**src/rtl/gru_hidden_update_scheduler.sv**
```systemverilog
// Walks one shared GRU h_t element unit over all hidden elements of a step:
// fetch z/n/h_prev, issue, wait for the result, write h_t, then the next index.
module gru_hidden_update_scheduler #(
  parameter int unsigned DATA_WIDTH     = 16,
  parameter int unsigned FRAC_BITS      = 8,
  parameter int unsigned HIDDEN_SIZE    = 8,
  parameter int unsigned IDX_W          = (HIDDEN_SIZE > 1) ? $clog2(HIDDEN_SIZE) : 1,
  parameter int unsigned TIMEOUT_CYCLES = 8
) (
  input  logic                  clk,
  input  logic                  rst,
  input  logic                  start,
  input  logic                  abort,
  output logic                  busy,
  output logic                  done,
  output logic                  err,
  output logic                  rd_en,
  output logic [IDX_W-1:0]      rd_addr,
  input  logic [DATA_WIDTH-1:0] z_rd_data,
  input  logic [DATA_WIDTH-1:0] n_rd_data,
  input  logic [DATA_WIDTH-1:0] hprev_rd_data,
  output logic                  elem_valid_in,
  output logic [DATA_WIDTH-1:0] elem_z,
  output logic [DATA_WIDTH-1:0] elem_n,
  output logic [DATA_WIDTH-1:0] elem_h_prev,
  input  logic                  elem_valid_out,
  input  logic [DATA_WIDTH-1:0] elem_h,
  output logic                  wr_en,
  output logic [IDX_W-1:0]      wr_addr,
  output logic [DATA_WIDTH-1:0] wr_data
);

  localparam int unsigned TO_W = (TIMEOUT_CYCLES > 1) ? $clog2(TIMEOUT_CYCLES) : 1;
  localparam logic [IDX_W-1:0] LAST_IDX = IDX_W'(HIDDEN_SIZE - 1);
  localparam logic [TO_W-1:0]  TO_LAST  = TO_W'(TIMEOUT_CYCLES - 1);

  // Data format is carried bit-exact; fractional bits must fit inside the word.
  if (FRAC_BITS > DATA_WIDTH || HIDDEN_SIZE < 1 || TIMEOUT_CYCLES < 3) begin : g_bad_params
    $error("gru_hidden_update_scheduler: illegal parameter combination");
  end

  typedef enum logic [2:0] {
    S_IDLE, S_FETCH, S_ISSUE, S_WAIT, S_WRITE, S_DONE
  } state_t;

  state_t           state;
  logic [IDX_W-1:0] idx;
  logic [TO_W-1:0]  wait_cnt;

  // Read data arrives the cycle after rd_en, which is exactly the ISSUE cycle.
  assign elem_z      = z_rd_data;
  assign elem_n      = n_rd_data;
  assign elem_h_prev = hprev_rd_data;

  always_ff @(posedge clk or posedge rst) begin
    if (rst) begin
      state         <= S_IDLE;
      idx           <= '0;
      wait_cnt      <= '0;
      busy          <= 1'b0;
      done          <= 1'b0;
      err           <= 1'b0;
      rd_en         <= 1'b0;
      rd_addr       <= '0;
      elem_valid_in <= 1'b0;
      wr_en         <= 1'b0;
      wr_addr       <= '0;
      wr_data       <= '0;
    end else begin
      rd_en         <= 1'b0;
      elem_valid_in <= 1'b0;
      wr_en         <= 1'b0;
      done          <= 1'b0;
      if (state != S_IDLE && abort) begin
        state <= S_IDLE;
        idx   <= '0;
        busy  <= 1'b0;
      end else begin
        case (state)
          S_IDLE: begin
            if (start && !abort) begin
              state   <= S_FETCH;
              idx     <= '0;
              err     <= 1'b0;
              busy    <= 1'b1;
              rd_en   <= 1'b1;
              rd_addr <= '0;
            end
          end
          S_FETCH: begin
            state         <= S_ISSUE;
            elem_valid_in <= 1'b1;
          end
          S_ISSUE: begin
            state    <= S_WAIT;
            wait_cnt <= '0;
          end
          S_WAIT: begin
            if (elem_valid_out) begin
              state   <= S_WRITE;
              wr_en   <= 1'b1;
              wr_addr <= idx;
              wr_data <= elem_h;
            end else if (wait_cnt == TO_LAST) begin
              state <= S_IDLE;
              idx   <= '0;
              err   <= 1'b1;
              busy  <= 1'b0;
            end else begin
              wait_cnt <= wait_cnt + TO_W'(1);
            end
          end
          S_WRITE: begin
            if (idx == LAST_IDX) begin
              state <= S_DONE;
              done  <= 1'b1;
            end else begin
              state   <= S_FETCH;
              idx     <= idx + IDX_W'(1);
              rd_en   <= 1'b1;
              rd_addr <= idx + IDX_W'(1);
            end
          end
          S_DONE: begin
            state <= S_IDLE;
            idx   <= '0;
            busy  <= 1'b0;
          end
          default: begin
            state <= S_IDLE;
            idx   <= '0;
            busy  <= 1'b0;
          end
        endcase
      end
    end
  end

endmodule

```
**config.mk**
```make
export PLATFORM = sky130hd
export DESIGN_NAME = gru_hidden_update_scheduler
export DESIGN_NICKNAME = d
export VERILOG_FILES = /design/src/rtl/gru_hidden_update_scheduler.sv
export SDC_FILE = /design/constraint.sdc
export NUM_CORES = 1
export LEC_CHECK = 0
export CAP_MARGIN = 20
export CORE_ASPECT_RATIO = 0.6
export CORE_MARGIN = 2
export CORE_UTILIZATION = 30
export DETAILED_ROUTE_END_ITERATION = 8
export GPL_TIMING_DRIVEN = 0
export PLACE_DENSITY = 0.83
export SLEW_MARGIN = 0
export SYNTH_ARGS = -nofsm -noshare
export SYNTH_HDL_FRONTEND = slang
export SYNTH_SLANG_ARGS = --single-unit
```
**constraint.sdc**
```tcl
create_clock -name clk -period 2.14 [get_ports clk]
set_clock_uncertainty 0.2 [all_clocks]
set_input_delay 0.428 -clock clk [delete_from_list [all_inputs] [get_ports clk]]
set_output_delay 0.428 -clock clk [all_outputs]
set_load 0.005 [all_outputs]
```
After elaboration in Yosys (flattened, before gate mapping)
Index checks and enable logic that the tools add are counted.
{"block": "word_totals", "ff_bits": 37, "latchBits": 0, "ram_bits": 0, "rom_bits": 0, "inputBits": 69, "output_inout_bits": 76, "n_memories": 0}
{"block": "op_classes", "n_addsub": 2, "mul": 0, "div_mod_pow": 0, "magnitude_cmp": 0, "n_eq_ne": 18, "n_shift": 0, "muxes": 36, "bitwise_logic": 1, "n_reduce_logical": 17}
{"op": "$mux 3", "count": 11}
{"op": "$mux 1", "count": 18}
{"op": "$pmux 3 s5", "count": 1}
{"op": "$ne 3x3->1 const B", "count": 4}
{"op": "$pmux 3 s2", "count": 2}
{"op": "$pmux 3 s4", "count": 1}
{"op": "$reduce_and 4->1", "count": 3}
{"op": "$ne 2x2->1 const B", "count": 5}
{"op": "$reduce_and 5->1", "count": 2}
{"op": "$eq 3x3->1 const B", "count": 3}
{"op": "$add 3x1->3 const B", "count": 2}
{"op": "$eq 3x2->1 const B", "count": 2}
{"op": "$reduce_bool 2->1", "count": 3}
{"op": "$ne 2x1->1 const B", "count": 2}
{"op": "$ne 4x4->1 const B", "count": 1}
{"op": "$pmux 1 s2", "count": 2}
{"op": "$eq 3x1->1 const B", "count": 1}
{"op": "$logic_not 3->1", "count": 1}
{"op": "$pmux 1 s3", "count": 1}
{"op": "$reduce_and 3->1", "count": 1}
{"op": "$reduce_bool 3->1", "count": 1}
{"op": "$reduce_or 3->1", "count": 1}
{"op": "$logic_and 1x1->1", "count": 2}
{"op": "$reduce_and 2->1", "count": 1}
{"op": "other kinds (3)", "count": 3}

Longest topological paths before layout
Gate-level depths: netlist of the first run.
{"block": "logic_depth", "depth_word": 5, "ltp_mapped": 6, "depth_no_buf": 6}

Worst setup path before layout of the first run
OpenSTA, ideal clock, no wires.
{"block": "synth_path", "path_type": "reg-to-reg", "start": "register wait_cnt[0]", "end": "register busy", "setup_time_ns": 0.125, "arrival_ns": 1.409, "required_time_ns": 1.815, "path_slack_ns": 0.406, "stages_incl_launch_ff": 7, "n_path_buf": 0, "cell_sequence": "dfrtp_1 -> ha_1 -> ha_1 -> a21oi_1 -> o211ai_2 -> o21ai_2 -> mux2_4"}
{"block": "synth_between", "elab_chain_len": 3}
{"item": "start: declaration", "line_no": "48", "text": "logic [TO_W-1:0] wait_cnt;"}
{"item": "start signal: assignment", "line_no": "110", "text": "wait_cnt <= wait_cnt + TO_W'(1);"}
{"item": "$eq 3x3->1", "line_no": "104", "text": "end else if (wait_cnt == TO_LAST) begin"}
{"item": "$ne 3x3->1 (no line)"}
{"item": "$reduce_and 4->1 (no line)"}
{"item": "end signal: assignment", "line_no": "108", "text": "busy <= 1'b0;"}
{"item": "end signal: assignment", "line_no": "127", "text": "busy <= 1'b0;"}
{"item": "end signal: assignment", "line_no": "132", "text": "busy <= 1'b0;"}
{"item": "end: declaration", "line_no": "14", "text": "output logic busy,"}
No other way between the ends.
A chain may end at the register's enable or synchronous reset.

Final worst setup path of the first run
{"block": "layout_path", "start": "input start", "end": "register idx[1]"}
{"block": "layout_between", "elab_chain_len": 3}
{"item": "start: declaration", "line_no": "12", "text": "input logic start,"}
{"item": "$logic_and 1x1->1", "line_no": "81", "text": "if (start && !abort) begin"}
{"item": "$ne 3x3->1 (no line)"}
{"item": "$reduce_and 5->1 (no line)"}
{"item": "end signal: assignment", "line_no": "119", "text": "idx <= idx + IDX_W'(1);"}
{"item": "end: declaration", "line_no": "47", "text": "logic [IDX_W-1:0] idx;"}
No other way between the ends.

==> results of run 1 <==
[cells in the final DEF, fill, tap and decap left out, types with 2 or more instances in the layout]
cell type / instances
a21oi_1: 4
clkbuf_8: 6
nand3_1: 3
clkbuf_4: 2
and2_1: 2
buf_4: 48
o21ai_1: 3
a22o_1: 2
mux2_1: 19
inv_1: 4
nand2_1: 8
buf_2: 2
nand3b_1: 2
a21o_1: 2
mux2i_1: 3
nor3_1: 3
ha_1: 4
clkbuf_1: 2
dfrtp_1: 37
clkdlybuf4s50_1: 96
nor2_1: 6
[worst max-delay path by stage]
stage	startpoint	to	depth (start not counted)
finish	start	idx[1]	5
global route	start	idx[1]	5
CTS	abort	wr_addr[2]	5
detailed placement	abort	wr_addr[2]	5
global placement	abort	wr_addr[1]	5
floorplan	wait_cnt[0]	busy	6
[routing by layer]
metal,routed length (um),share of wire [%],GRT usage (%),up-vias
met5,0,0,0,-
met3,321,6.9,4.70,4
li1,-,-,-,745
met4,63,1.4,5.29,0
met2,2350,51,20.4,48
met1,1910,41,15.2,716
[power by group through the flow]
stage / Clock, mW / Sequential [mW] / Combinational [mW]
floorplan: 0 / 1.02 / 0.415
global placement: 0 / 0.997 / 0.977
detailed placement: 0 / 1.01 / 1.00
CTS: 0.494 / 0.999 / 1.01
global route: 0.540 / 1.02 / 1.08
finish: 0.476 / 0.997 / 0.995
[cell families (layout without fill, tap and decap cells)]
kind of cell / Yosys count / count (layout) / synth area share [%]
buffers and inverters: 60 / 163 / 21.4
DFF: 37 / 37 / 47.3
and+or+nand+nor: 32 / 32 / 9.21
muxes: 23 / 23 / 13.2
AOI/OAI and AO/OA: 18 / 18 / 6.33
adders and majority gates: 4 / 4 / 2.56
[registers in the layout, summed over array words and instances, names as in the netlist]
| register | count |
|---|---|
| done | 1 |
| state | 3 |
| rd_addr | 3 |
| wr_data | 16 |
| idx | 3 |
| rd_en | 1 |
| elem_valid_in | 1 |
| busy | 1 |
| wait_cnt | 3 |
| wr_en | 1 |
| wr_addr | 3 |
| err | 1 |
[cells in the mapped netlist]
library cell / number / area share (%)
mux2_1: 19 / 11
and3b_1: 1 / 0.45
o21ai_1: 3 / 0.77
a21oi_1: 4 / 1.0
buf_6: 1 / 0.58
inv_1: 5 / 0.96
mux2_4: 1 / 0.77
nand3b_1: 2 / 0.77
o211ai_2: 1 / 0.64
buf_2: 4 / 1.0
mux2i_1: 3 / 1.5
a31oi_1: 1 / 0.32
o21ai_2: 1 / 0.45
a32oi_1: 1 / 0.45
or4b_1: 1 / 0.51
nor2b_1: 2 / 0.64
o2bb2ai_1: 1 / 0.45
nand3b_2: 1 / 0.58
and2_1: 2 / 0.64
nor3_1: 3 / 0.77
o21ai_0: 1 / 0.26
a22o_1: 2 / 0.90
nand2b_1: 1 / 0.32
clkbuf_1: 1 / 0.19
dfrtp_1: 37 / 47
and3_1: 1 / 0.32
nand2_1: 8 / 1.5
nor2_1: 6 / 1.2
nor4b_2: 1 / 0.77
a21o_1: 2 / 0.77
ha_1: 4 / 2.6
nand3_1: 3 / 0.77
buf_4: 48 / 18
o22ai_1: 1 / 0.32
clkinv_1: 1 / 0.19
[stage by stage]
step	hold slack (ps)	utilization (%)	setup WS (ps)	cells
final	276	50.1	89.6	361
after CTS	278	50.0	83.9	361
after global routing	295	50.1	42.5	361
after floorplan	243	-	406	174
after detailed placement	263	48.6	-217	354
after global placement	253	48.6	-193	354
[layout make-up]
| cell class | instances | share of cell area, % |
|---|---|---|
| Sequential cell | 37 | 29.7 |
| Clock buffer | 7 | 2.77 |
| Buffer | 54 | 12.8 |
| Multi-Input combinational cell | 77 | 19.8 |
| Timing Repair Buffer | 96 | 30.8 |
| Inverter | 6 | 0.723 |
| Tap cell | 84 | 3.37 |
[critical path: stages]
cell,delay (ps)
clkdlybuf4s50_1,560
or4b_1,480
o211ai_2,130
nand3b_2,170
a22o_1,260
[timing repair]
action                                 4_1_cts  5_1_grt
setup endpoints to repair                    0       18
resized for setup                            0        3
endpoints found under the hold margin        0        0
==> metrics.txt, run 1 <==
Worst setup EP type flip-flop; Switch Pwr 0.671 mW; Num CTS Buffers 5; clock root buffer clkbuf_8; min Tclk post-route 2050 ps; initial antenna violation count 0; Rows 22; Power Internal 1.80 mW; Crit path arrival time 2020 ps; pwr dens 792 nW/um^2; worst-margin pin slew 749 ps; sequential area share after synthesis 47.3%; fillers 545; DR pass1 iterations 4; period utilization 95.8%; Net Sw Frac 27.2%; Hold Path Depth 2; wire length per cell 12.9 um; drt total wl 4.65 mm; setup TNS 0 ps; Fin. Hold Viols 0; NumNets Final 350; power consumption 2.47 mW; FF+latch area 926 sq um; Die Height 66.6 um; relative slew slack 50.0%; Antenna diodes 0; Comb pwr share 40.3%; setup bufs post-CTS 0; Mapped Area 1960 sq um; largest net degree at the start of global routing 38; # setup viols final 0; GRT Residual Overflow 0; Crit Path Class input port to flip-flop; Die W 108 um; RR Endpoint idx[1]; Achievable Freq 488 MHz; core area 6220 sq um; via count 1,513; outcome complete, no violations; First DRT Iteration DRCs 78; Syn Nets 247; number of remaining DRC errors 0; clock buffer depth 2; Mapped Avg Cell Area 11.2 sq um; Peak VDD IR 0.341 mV; area of the multi-input gates 616 sq um; Tot GR Track Use 12.6%; die area 7210 sq um; CTS tree done; Ys Warns 0; H-tree depth 2; Layout area overhead 59.3%; Syn Inst Count 174; Synth cell types 35; FF-to-FF setup slack 290 ps; Reg2Reg Depth 5; clock latency on the worst-skew pair 280 ps; P_leak 1.49 nW; layout cells sized above 1 23.8%; IO buf count 96; CTS Hold Bufs 0; gp weighted congestion 0.814; CP required 2110 ps; hold path endpoint wait_cnt[2]; register bit total from synthesis 37; Starting Density 31.5%; Clock Pin Slew Worst Setup and Hold Paths 70 ps; wire length of the first global-routing pass 6.83 mm; Vias/cell 4.19; Hold Path Class flip-flop to flip-flop; reg2reg start state[1]; crit-path max FO 4; Max Cap Viol 0; Detailed Place HPWL 3.73 mm; unrepaired setup endpoints after global routing false; Finished Cell Area 3120 sq um; Routed Antenna Nets 0; Sink Count 37; Clock Power Share 19.3%; hold_sp wait_cnt[2]; IO Pins 145; Cell Area, Placed 3020 sq um; number of global-route vias before repair 1,396; register share of total power 40.4%; Slew Limit Fails 0; CP startpoint kind input port
Power figures use the tool's default switching activity.
==> run 2, diff against run 1 <==
Settings changed: CTS_CLUSTER_SIZE set to 24.
==> results of run 2 <==
Final layout, timing and power as in run 1 (identical DEF).
==> run 3, diff against run 2 <==
Settings changed: CORE_UTILIZATION 30 to 34, PLACE_DENSITY 0.83 to 0.91.
==> metrics.txt, run 3 (same netlist as run 1, synthesis figures left out) <==
outcome complete, no violations; DR pass1 iterations 4 (unchanged); min Tclk post-route 2080 ps (+28.5 ps); fillers 500 (-8.3%); via count 1,534 (+1.4%); Most flops, register wr_data; Rows 21 (-4.5%); setup TNS 0 ps (unchanged); Reg2Reg Depth 4 (-1); setup bufs post-CTS 0 (unchanged); layout cells sized above 1 23.7% (-0.086 points); Hold Path Depth 2 (unchanged); most common cell after layout, fill and taps aside clkdlybuf4s50_1; wire length of the first global-routing pass 7.01 mm (+2.6%); Detailed Place HPWL 3.52 mm (-5.8%); clock root buffer clkbuf_8; NumNets Final 350 (unchanged); GRT Residual Overflow 0 (unchanged); most frequent cells in the layout clkdlybuf4s50_1, buf_4, dfrtp_1, mux2_1, nand2_1; crit-path cells clkdlybuf4s50_1, nor2b_1, and3_1, buf_2, mux2_1; Starting Density 35.1% (+3.7 points); Peak VDD IR 0.468 mV (+37%); IO Pins 145 (unchanged); Hold Path Class flip-flop to flip-flop; Achievable Freq 481 MHz (-1.4%); reg2reg start state[1]; die area 6400 sq um (-11%); Sink Count 37 (unchanged); IO buf count 96 (unchanged); kind of cell adding the most delay to the critical path buffers and inverters; Worst setup EP type flip-flop; max FFs per register 16 (unchanged); CP required 2100 ps (about the same); clock buffer depth 2 (unchanged); CP startpoint kind input port; # setup viols final 0 (unchanged); Tot GR Track Use 13.9% (+1.2 points); FF+latch area 926 sq um (unchanged); Crit path arrival time 2040 ps (+20 ps); FF-to-FF setup slack 240 ps (-50 ps); RR Endpoint wr_data[9]; Cells after DPL 350 (-1.1%); number of global-route vias before repair 1,539 (+10%); CTS tree done; CP Buf/Inv Count 2 (+1); pwr dens 832 nW/um^2 (+5.0%); Layout area overhead 60.3%; Routed Antenna Nets 0 (unchanged); relative slew slack 50.2% (+0.22 points); Crit Path Class input port to flip-flop; P_leak 1.50 nW (+0.95%); wire length per cell 12.5 um (-3.0%); Critical-path top delay cell clkdlybuf4s50_1; crit-path max FO 10 (+6); H-tree depth 2 (unchanged); hold path endpoint wait_cnt[2]; period utilization 97.1% (+1.3 points); Cell Area, Placed 3020 sq um (-0.17%); Finished Cell Area 3140 sq um (+0.64%); setup ws final 61.0 ps (-28.5 ps); core area 5570 sq um (-10%); Fin. Hold Viols 0 (unchanged); Clock Pin Slew Worst Setup and Hold Paths 70 ps (about the same); hold slack 276 ps (-0.197 ps); area of the multi-input gates 613 sq um (-0.41%); number of remaining DRC errors 0 (unchanged); Non-Filler Instances 358 (-0.83%); Die W 102 um (-5.8%); First DRT Iteration DRCs 98 (+26%); drt total wl 4.47 mm (-3.8%); Die Height 62.8 um (-5.7%); worst-margin pin slew 746 ps (-3.29 ps); initial antenna violation count 0 (unchanged); Max Cap Viol 0 (unchanged); dpl ws -203 ps (+14.5 ps); clock latency on the worst-skew pair 280 ps (about the same); hold_sp wait_cnt[2]; gp weighted congestion 0.878 (+7.9%); Antenna diodes 0 (unchanged); largest net degree at the start of global routing 38 (unchanged); Num CTS Buffers 5 (unchanged); Vias/cell 4.28 (+2.2%); critical path's largest stage delay 440 ps (-120 ps); Slew Limit Fails 0 (unchanged)
-- run 3: how the worst max path moves through the flow --
stage | start | endpoint | depth (start not counted)
2_1_floorplan | wait_cnt[0] | busy | 6
3_3_place_gp | start | idx[1] | 5
3_5_place_dp | abort | wr_data[1] | 5
4_1_cts | abort | wr_data[9] | 5
5_1_grt | abort | wr_data[9] | 5
6_report | abort | wr_data[9] | 5
-- run 3: area by class of cell --
| cell class | count | share of cell area (%) |
|---|---|---|
| Inverter | 6 | 0.718 |
| Tap cell | 80 | 3.19 |
| Clock buffer | 7 | 2.75 |
| Clock inverter | 1 | 0.957 |
| Timing Repair Buffer | 96 | 30.6 |
| Multi-Input combinational cell | 77 | 19.5 |
| Sequential cell | 37 | 29.5 |
| Buffer | 54 | 12.7 |
-- run 3: through the flow --
stage / power [mW] / util (%)
after floorplan: 1.43 / -
after global placement: 1.97 / 54.2
after detailed placement: 2.01 / 54.2
after CTS: 2.65 / 56.3
after global routing: 2.77 / 56.3
final: 2.61 / 56.3
-- run 3: metal layers --
metal  share of wire, %  global-route usage, %  vias to the layer above
met4                  0                   3.00                        0
met3                9.1                   6.71                        0
met2                 51                   23.4                       61
met1                 39                   15.9                      731
li1                   -                      -                      742
met5                  0                      0                        -
-- run 3: power breakdown --
group | switching [mW] | internal, mW
logic | 0.351 | 0.639
registers | 0.103 | 0.900
clock network | 0.236 | 0.380
total | 0.689 | 1.92
-- run 3: tightest hold or removal path, delay by kind of cell (launching register included) --
family | cells | cell delay, ps
AND/OR/NAND/NOR | 2 | 100
flip-flops | 1 | 350
-- run 3: timing repair --
action / 4_1_cts / 5_1_grt
endpoints found under the setup margin: 0 / 3
hold buffers: 0 / 0
resized for setup: 0 / 1
